### src/rtl/hazard_ctrl.sv
// Hazard and sequencing controller for the 5-stage node CPU: load-use and branch-operand
// stalls, memory-wait freeze with timeout flag, and a drain/halt handshake for ring configuration.
module hazard_ctrl #(
    parameter int CNT_W   = 16,
    parameter int TIMEOUT = 255
) (
    input  logic             clk,
    input  logic             reset,
    input  logic             ID_valid,
    input  logic [0:4]       ID_rA,
    input  logic [0:4]       ID_src2,
    input  logic             ID_is_br,
    input  logic             ID_br_ctrl,
    input  logic [0:4]       EX_rD,
    input  logic             EX_wrEn,
    input  logic             EX_memEn,
    input  logic             EX_memwrEn,
    input  logic [0:4]       MEM_rD,
    input  logic             MEM_wrEn,
    input  logic             MEM_memEn,
    input  logic             MEM_ready,
    input  logic             halt_req,
    output logic             PC_en,
    output logic             pc_sel_br,
    output logic             IF_ID_en,
    output logic             IF_ID_flush,
    output logic             ID_EX_en,
    output logic             ID_EX_bubble,
    output logic             pipe_freeze,
    output logic             halt_ack,
    output logic             mem_timeout,
    output logic [0:CNT_W-1] stall_cycles
);

    typedef enum logic [1:0] {RUN, DRAIN, HALTED} state_t;

    localparam logic [0:CNT_W-1] ALL1 = '1;
    localparam logic [0:CNT_W-1] ONE  = {{(CNT_W-1){1'b0}}, 1'b1};
    localparam logic [0:CNT_W-1] TMO  = CNT_W'(TIMEOUT);

    state_t           state;
    logic [1:0]       drain_cnt;
    logic [0:CNT_W-1] wait_cnt;

    logic freeze, load_use, br_haz, taken, drain_ctl;

    assign freeze    = MEM_memEn & ~MEM_ready;
    assign load_use  = ID_valid & EX_wrEn & EX_memEn & ~EX_memwrEn &
                       ((EX_rD == ID_rA) | (EX_rD == ID_src2));
    assign br_haz    = ID_valid & ID_is_br &
                       ((EX_wrEn & (EX_rD == ID_src2)) | (MEM_wrEn & (MEM_rD == ID_src2)));
    assign taken     = ID_valid & ID_is_br & ID_br_ctrl;
    assign drain_ctl = (state != RUN) | halt_req;
    assign halt_ack  = (state == HALTED);

    // Defaults are the stall/drain pattern, which is also what reset forces.
    always_comb begin
        PC_en        = 1'b0;
        pc_sel_br    = 1'b0;
        IF_ID_en     = 1'b0;
        IF_ID_flush  = 1'b0;
        ID_EX_en     = 1'b1;
        ID_EX_bubble = 1'b1;
        pipe_freeze  = 1'b0;
        if (!reset) begin
            if (freeze) begin
                ID_EX_en     = 1'b0;
                ID_EX_bubble = 1'b0;
                pipe_freeze  = 1'b1;
            end else if (!drain_ctl && !(load_use | br_haz)) begin
                PC_en        = 1'b1;
                IF_ID_en     = 1'b1;
                ID_EX_bubble = 1'b0;
                pc_sel_br    = taken;
                IF_ID_flush  = taken;
            end
        end
    end

    always_ff @(posedge clk or posedge reset) begin
        if (reset) begin
            state        <= RUN;
            drain_cnt    <= 2'd0;
            wait_cnt     <= '0;
            mem_timeout  <= 1'b0;
            stall_cycles <= '0;
        end else begin
            if (freeze) begin
                if (wait_cnt != ALL1) wait_cnt <= wait_cnt + ONE;
                if (wait_cnt == TMO) mem_timeout <= 1'b1;
            end else begin
                wait_cnt <= '0;
            end

            if (!PC_en && state != HALTED && stall_cycles != ALL1)
                stall_cycles <= stall_cycles + ONE;

            // The RUN cycle that sees halt_req is the first of three drain cycles.
            if (!freeze) begin
                case (state)
                    RUN: if (halt_req) begin
                        state     <= DRAIN;
                        drain_cnt <= 2'd3;
                    end
                    DRAIN: if (!halt_req) begin
                        state <= RUN;
                    end else begin
                        drain_cnt <= drain_cnt - 2'd1;
                        if (drain_cnt == 2'd2) state <= HALTED;
                    end
                    HALTED: if (!halt_req) state <= RUN;
                    default: state <= RUN;
                endcase
            end
        end
    end

endmodule

### config.mk
export PLATFORM = sky130hd
export DESIGN_NAME = hazard_ctrl
export DESIGN_NICKNAME = d
export VERILOG_FILES = /design/src/rtl/hazard_ctrl.sv
export SDC_FILE = /design/constraint.sdc
export NUM_CORES = 1
export LEC_CHECK = 0
export ABC_AREA = 0
export CAP_MARGIN = 5
export CORE_MARGIN = 5
export CORE_UTILIZATION = 35
export DETAILED_ROUTE_END_ITERATION = 7
export DONT_BUFFER_PORTS = 1
export GPL_ROUTABILITY_DRIVEN = 0
export GPL_TIMING_DRIVEN = 0
export HOLD_SLACK_MARGIN = 0.05
export PLACE_DENSITY = 0.55
export RECOVER_POWER = 50
export SLEW_MARGIN = 20
export SYNTH_ARGS = -nofsm -noshare
export SYNTH_HDL_FRONTEND = slang
export SYNTH_SLANG_ARGS = --single-unit
### constraint.sdc
create_clock -name clk -period 3.4 [get_ports clk]
set_clock_uncertainty 0.15 [all_clocks]
set_input_delay 0.51 -clock clk [delete_from_list [all_inputs] [get_ports clk]]
set_output_delay 0.51 -clock clk [all_outputs]
set_load 0.01 [all_outputs]
Word-level counts from Yosys, hierarchy flattened. Cells that the tools add are included.

Memories kept: 0. Memory bits (writable): 0. Bits in latches: 0. Register bits: 37. Bits of input ports: 32. Logic and storage cells: 75. Memory bits (read-only): 0.

Order comparisons: 0. Shift-type cells: 0. $add $sub $neg: 3. Equality and inequality tests: 15. Multipliers: 0. Mux-type cells: 23. Reductions and logical operators: 12. Bitwise operators: 17. Div/mod/pow operators: 0.

Operators by type and width (count): 16-bit by 1-bit adder with 16-bit output, second input constant (2); 16-bit two-way mux (2); 16-bit != test, second input constant (2); 16-bit by 8-bit equality test with 1-bit output, second input constant (1); 5-bit equality test (3); 1-bit two-way mux (13); 2-bit two-way mux (6); 1-bit AND (10); 2-bit != test, second input constant (4); 4-bit AND reduction (2); 2-bit case mux with 3 select lines (1); 2-bit equality test, second input constant (2); 1-bit bitwise OR (4); 2-bit case mux with 2 select lines (1); 2-bit nonzero test (2); 1-bit logical AND (3); 1-bit zero test (3); 3-bit != test, second input constant (1); 1-bit inverter (3); 2-bit by 1-bit equality test with 1-bit output, second input constant (1); 2-bit zero test (1); 2-bit by 1-bit != test with 1-bit output, second input constant (1); 2-bit AND reduction (1); 2-bit by 1-bit subtractor with 2-bit output, second input constant (1).

Longest topological paths before layout. Gate-level depths: netlist of the first run.

Word-level depth: 13. Depth in mapped cells: 7. Mapped depth without buffers: 6.

Worst setup path before layout of the first run. No wires, ideal clock.

Path kind: input-to-output. From: input reset. To: output pc_sel_br. Stages: 6. Path slack: 0.153 ns. Arrival: 2.587 ns. Data required time: 2.740 ns. Cells stage by stage: inv_1 > nand2_1 > nor4_4 > buf_6 > and4_1 > buf_4.

Cells in the longest elaborated chain, start to end: 1.

Ends and longest elaborated chain: from (decl) (line 8) `input logic reset,`; 1-bit two-way mux; to (decl) (line 24) `output logic pc_sel_br,`.

No other way between the ends.

Worst setup path in the final report of the first run. Ends and elaborated chain as after synthesis.

==> impl_metrics.toml, run 1 <==
[placement]
dp_hpwl_mm = 3.50
port_buffers = 0
dp_cells = 291

[die]
num_io_pins = 57
rows = 28
fp.dieArea_sq_um = 7880
fp.dieH_um = 88.8
initial_utilization_pct = 36.3
dieWidth_um = 88.8
fp.coreArea_sq_um = 5990

[finish]
nFillCells = 601
antenna_cells = 0
nNetsFinal = 260
area_growth_pct = 9.91
layout-drive-gt1-share_pct = 10.2
ff_latch_area_sq_um = 926
layout_commonest_cell = "dfrtp_1"
stdcell_count = 300
multi_input_area_sq_um = 1170
layout_common_cells = "37 x dfrtp_1, 25 x xor2_1, 15 x nand2_1, 15 x nor2_1, 15 x xnor2_1"

[setup_path]
slowest_stage = "dlygate4sd3_1"
start_kind = "input port"
worstPathRequired_ns = 2.74
cp.arrival_ns = 2.56
cp_max_fo = 25
crit_family = "buffers and inverters"
crit_path_end_kind = "primary output"
rr_startpoint = "stall_cycles[15]"
path_buf_inv = 5
rr_worst_depth = 7
cpPeakStageDelay_ns = 0.56
r2r_end = "stall_cycles[4]"
worst-path-stages = 8
path_class = "in2out"
r2r_setup_slack_ns = 1.09
crit_path_cell_trace = "dlygate4sd3_1, inv_2, buf_12, nand2_1, nor4_4, buf_6, and4_1, buf_4"

[power]
leakage_nw = 0.999
p_int_w = 0.000827
netSwitchingFraction_pct = 34.8
p_sw_w = 0.000441
clockPowerShare_pct = 24.0
comb_power_share_pct = 21.1
peakVddDrop_uv = 208
power_density_nw_per_um2 = 531
seqPwrFrac_pct = 54.9

[yosys]
syn_avg_cell_area_sq_um = 10.1
yosysTopAreaCell = "dfrtp_1"
syn_inst = 215
ys_seq_area_share_pct = 42.6
ys_ff_latch = 37
yosys_warnings = 0
synth_top_cells_by_area = "dfrtp_1 43%, xor2_1 10%, xnor2_1 6.0%"
synth_area_sq_um = 2170
synth_top_area_share_pct = 42.6
synth.distinct_cells = 42
syn-num-nets = 250

[grt]
grt_max_degree = 26
grt_antenna_before_repair = 0
grt_pass1_vias = 1633
grt_pass1_wl_mm = 7.69
gr-total-overflow = 0
track_usage_pct = 12.6

[detailed_routing]
viasPerCell = 5.34
vias = 1603
wl_per_cell_um = 15.0
drtIter0Drc = 82
drt_wl_total_mm = 4.49
drc = 0
ant_nets = 0
firstDrtPassIters = 4

[clocking]
cts-htree-levels = 2
post_cts_resized = 0
cts_root_buf = "clkbuf_8"
cts_made_buffers = 5
clockBufferDepth = 2
clock_latency_ns = 0.28
clock-sinks = 37
cts_tree = "yes"
clkTransAtPathRegs_ns = 0.07

[timing]
hold_viol_final = 0
tightest_slew_ns = 0.649
drv_slew = 0
min_period_over_period_pct = 94.8
hold_ws_ns = 0.342
setup_viol = 0
rsz0062_at_grt = "no"
period_needed_ns = 3.22
max_freq_ghz = 0.310
slew_headroom_pct = 56.6

[worst_hold_path]
holdCritStartpoint = "MEM_ready"
hp-class = "in2reg"
holdPathStages = 3
holdPathEnd = "wait_cnt[5]"

[run_status]
status = "completed"

[flow_run]
cap_violations = 0
-- power by group through the flow --
stage                     registers, W  logic (W)  clock network (W)
after floorplan               0.000665   0.000230                  0
after global placement        0.000706   0.000261                  0
after detailed placement      0.000709   0.000268                  0
after CTS                     0.000700   0.000272           0.000321
after global routing          0.000717   0.000313           0.000341
final                         0.000696   0.000267           0.000304
-- worst max path at each step --
stage                from   endpoint  slack, ns
finish              reset  pc_sel_br       0.18
global route        reset  pc_sel_br       0.03
floorplan           reset  pc_sel_br       0.15
global placement    reset  pc_sel_br      -0.40
CTS                 reset  pc_sel_br       0.09
detailed placement  reset  pc_sel_br       0.38
-- worst register-to-register path: stages, from the launching register on --
cell     delay (ns)
dfrtp_1        0.46
ha_1           0.20
and3_1         0.21
nand4_1        0.22
nor3_1         0.33
buf_2          0.32
nor4_1         0.11
xor2_1         0.17
-- routing by layer --
metal  up-vias  track usage [%]  share of wire (%)
li1        783                -                  -
met3         7             4.28                7.0
met1       768             16.4                 45
met4         0             4.53                1.5
met5         -                0                  0
met2        45             19.3                 46
-- final cells by class --
class / count / area share [%]
Inverter: 6 / 0.943
Tap cell: 75 / 3.93
Multi-Input combinational cell: 164 / 49.1
Clock buffer: 7 / 3.62
Buffer: 8 / 1.94
Sequential cell: 37 / 38.8
Timing Repair Buffer: 3 / 1.68
-- state kept, by name (all words and copies together), names as in the netlist --
name	count
wait_cnt	16
state	2
stall_cycles	16
drain_cnt	2
mem_timeout	1
-- Yosys cell counts, drive strengths merged --
library cell	instances
dfrtp	37
xor2	25
nand2	15
nor2	15
xnor2	15
nand3	14
nor3	13
nand4	11
nor4	11
and3	7
inv	6
buf	5
a31oi	4
and2	4
and4	4
o21ai	4
clkbuf	3
ha	3
mux2	3
nand2b	3
nor2b	2
a21oi	1
a22o	1
a32o	1
a41o	1
and4b	1
mux2i	1
nor3b	1
o2111ai	1
o21a	1
o22ai	1
or3	1
-- cell families after synthesis --
logic type	after synthesis	synth area share, %
XOR/XNOR	40	16.1
buffers and inverters	14	3.17
multiplexers	4	2.19
AND/OR/NAND/NOR	102	28.6
adder cells (fa/ha/maj)	3	1.73
AO/OA/AOI/OAI	15	5.59
flip-flops	37	42.6
-- metrics by stage --
stage | cell area, sq um | TNS [ns] | utilization, % | setup slack, ns | power [W]
after floorplan | 2170 | 0 | - | 0.153 | 0.000895
after global placement | 2270 | -0.761 | 37.8 | -0.400 | 0.000967
after detailed placement | 2290 | 0 | 38.2 | 0.375 | 0.000976
after CTS | 2390 | 0 | 39.9 | 0.0926 | 0.00129
after global routing | 2390 | 0 | 39.8 | 0.0279 | 0.00137
final | 2390 | 0 | 39.8 | 0.178 | 0.00127
-- what timing repair did --
action,CTS,global route
buffers inserted,0,0
endpoints found under the setup margin,0,1
hold buffers,2,0
hold endpoints to repair,15,0
Power figures use the tool's default switching activity.
==> run 2, diff against run 1 <==
Settings changed: CORE_ASPECT_RATIO from default to 0.6.
==> run 2 against run 1 <==
  * Critical path depth is the same
  * Die area grew 0.66%
  * Sequential power shrank 0.6%
  * Critical endpoint unchanged
  * Worst setup slack lost 0.031 ns
  * Clock power grew 12%
  * Power grew 3.0%
  * Clock-buffer cell count is the same
  * Global-route usage shrank 0.063 points
  * Routed wire length grew 4.6%
  * Sequential share of layout area shrank 0.50 points
  * Core utilization grew 0.088 points
==> impl_metrics.toml, run 2 (synthesis gave the netlist of run 1 again) <==
[setup_path]
worstPathRequired_ns = 2.74
rr_worst_depth = 7
start_kind = "input port"
r2r_end = "stall_cycles[6]"
cp_max_fo = 30
path_class = "in2out"
crit_path_end_kind = "primary output"
r2r_setup_slack_ns = 1.11
rr_startpoint = "stall_cycles[15]"
cp.arrival_ns = 2.59
cp-startpoint = "reset"
endpoint = "pc_sel_br"

[clocking]
cts_setup_buffers = 0
clockBufferDepth = 2
clock-sinks = 37
clock_latency_ns = 0.29
cts_made_buffers = 5
clkTransAtPathRegs_ns = 0.07
cts-htree-levels = 2
cts_tree = "yes"
cts_root_buf = "clkbuf_8"

[finish]
ff_latch_area_sq_um = 926
layout_commonest_cell = "dfrtp_1"
nNetsFinal = 260
area_growth_pct = 11.3
multi_input_area_sq_um = 1180
fin_area_sq_um = 2420
layout-drive-gt1-share_pct = 11.5
nFillCells = 615
layout_common_cells = "37 x dfrtp_1, 25 x xor2_1, 15 x nand2_1, 15 x nor2_1, 15 x xnor2_1"
antenna_cells = 0
top_regs = "stall_cycles x16, wait_cnt x16"
stdcell_count = 310

[timing]
slew_headroom_pct = 59.5
tightest_slew_ns = 0.603
period_needed_ns = 3.25
drv_slew = 0
hold_viol_final = 0
hold_ws_ns = 0.365
rsz0062_at_grt = "no"
fin_ws_ns = 0.147
min_period_over_period_pct = 95.7
max_freq_ghz = 0.307
setup_viol = 0

[flow_run]
cap_violations = 0

[grt]
grt_antenna_before_repair = 0
grt_pass1_wl_mm = 7.96
gr-total-overflow = 0
track_usage_pct = 12.5
grt_pass1_vias = 1607
grt_max_degree = 31

[worst_hold_path]
hp-class = "in2reg"

[die]
fp.coreArea_sq_um = 6060
initial_utilization_pct = 35.9
num_io_pins = 57
dieWidth_um = 112
rows = 22
fp.dieArea_sq_um = 7930
fp.dieH_um = 71.0

[power]
leakage_nw = 1.01
power_density_nw_per_um2 = 540
peakVddDrop_uv = 154

[placement]
port_buffers = 0
dp_cells = 300
pre_cts_ws_ns = 0.413
placed_area_sq_um = 2300
dp_hpwl_mm = 3.57

[detailed_routing]
ant_nets = 0
wl_per_cell_um = 15.1
firstDrtPassIters = 4
vias = 1565
viasPerCell = 5.05
drt_wl_total_mm = 4.70
drc = 0
drtIter0Drc = 115

[run_status]
status = "completed"
## run 2: cell types whose count changed in the layout (fill, tap and decap cells not counted), sizes merged
cell    before  now
clkinv       0    1
## run 2: through the flow
stage / utilization, % / TNS [ns] / total power [W]
after floorplan: - / 0 / 0.000895
after global placement: 37.6 / -1.07 / 0.000966
after detailed placement: 37.9 / 0 / 0.000977
after CTS: 39.9 / 0 / 0.00133
after global routing: 39.9 / 0 / 0.00140
final: 39.9 / 0 / 0.00131
## run 2: worst max-delay path: stages
cell and delay, ns:
dlygate4sd3_1 0.55, inv_2 0.08, buf_12 0.19, nand2_1 0.11
nor4_4 0.45, buf_6 0.25, and4_1 0.28, buf_4 0.15
## run 2: routing by layer
| metal | part of all wire (%) | global-route usage [%] |
|---|---|---|
| met5 | 0 | 0 |
| met4 | 1.6 | 4.86 |
| met3 | 8.9 | 5.90 |
| met2 | 38 | 16.6 |
| met1 | 52 | 17.4 |
## run 2: power by group
group / leakage [nW] / internal [W] / switching [W]
clock network: 0.0542 / 0.000183 / 0.000157
logic: 0.494 / 0.000135 / 0.000139
registers: 0.463 / 0.000531 / 0.000161
total: 1.01 / 0.000850 / 0.000456
## run 2: final cells by class
| cell class | count | share of cell area (%) |
|---|---|---|
| sequential | 37 | 38.3 |
| buffer | 8 | 1.91 |
| multi-input combinational | 164 | 48.7 |
| inverter | 6 | 0.931 |
| clock buffer | 7 | 3.98 |
| clock inverter | 1 | 0.207 |
| timing repair buffer | 3 | 1.66 |
| tap | 84 | 4.35 |
## run 2: worst min path at each step
stage            startpoint  depth (start not counted)         endpoint
6_report          MEM_ready                          3      wait_cnt[5]
2_1_floorplan  drain_cnt[0]                          1     drain_cnt[0]
3_5_place_dp          reset                          1  stall_cycles[9]
4_1_cts           MEM_ready                          3      wait_cnt[5]
5_1_grt        drain_cnt[0]                          1     drain_cnt[0]
3_3_place_gp   drain_cnt[0]                          1     drain_cnt[0]
## run 2: what timing repair did
item	CTS	global route
resized for setup	0	0
endpoints found under the hold margin	10	0
endpoints found under the setup margin	0	1
hold buffers	2	0
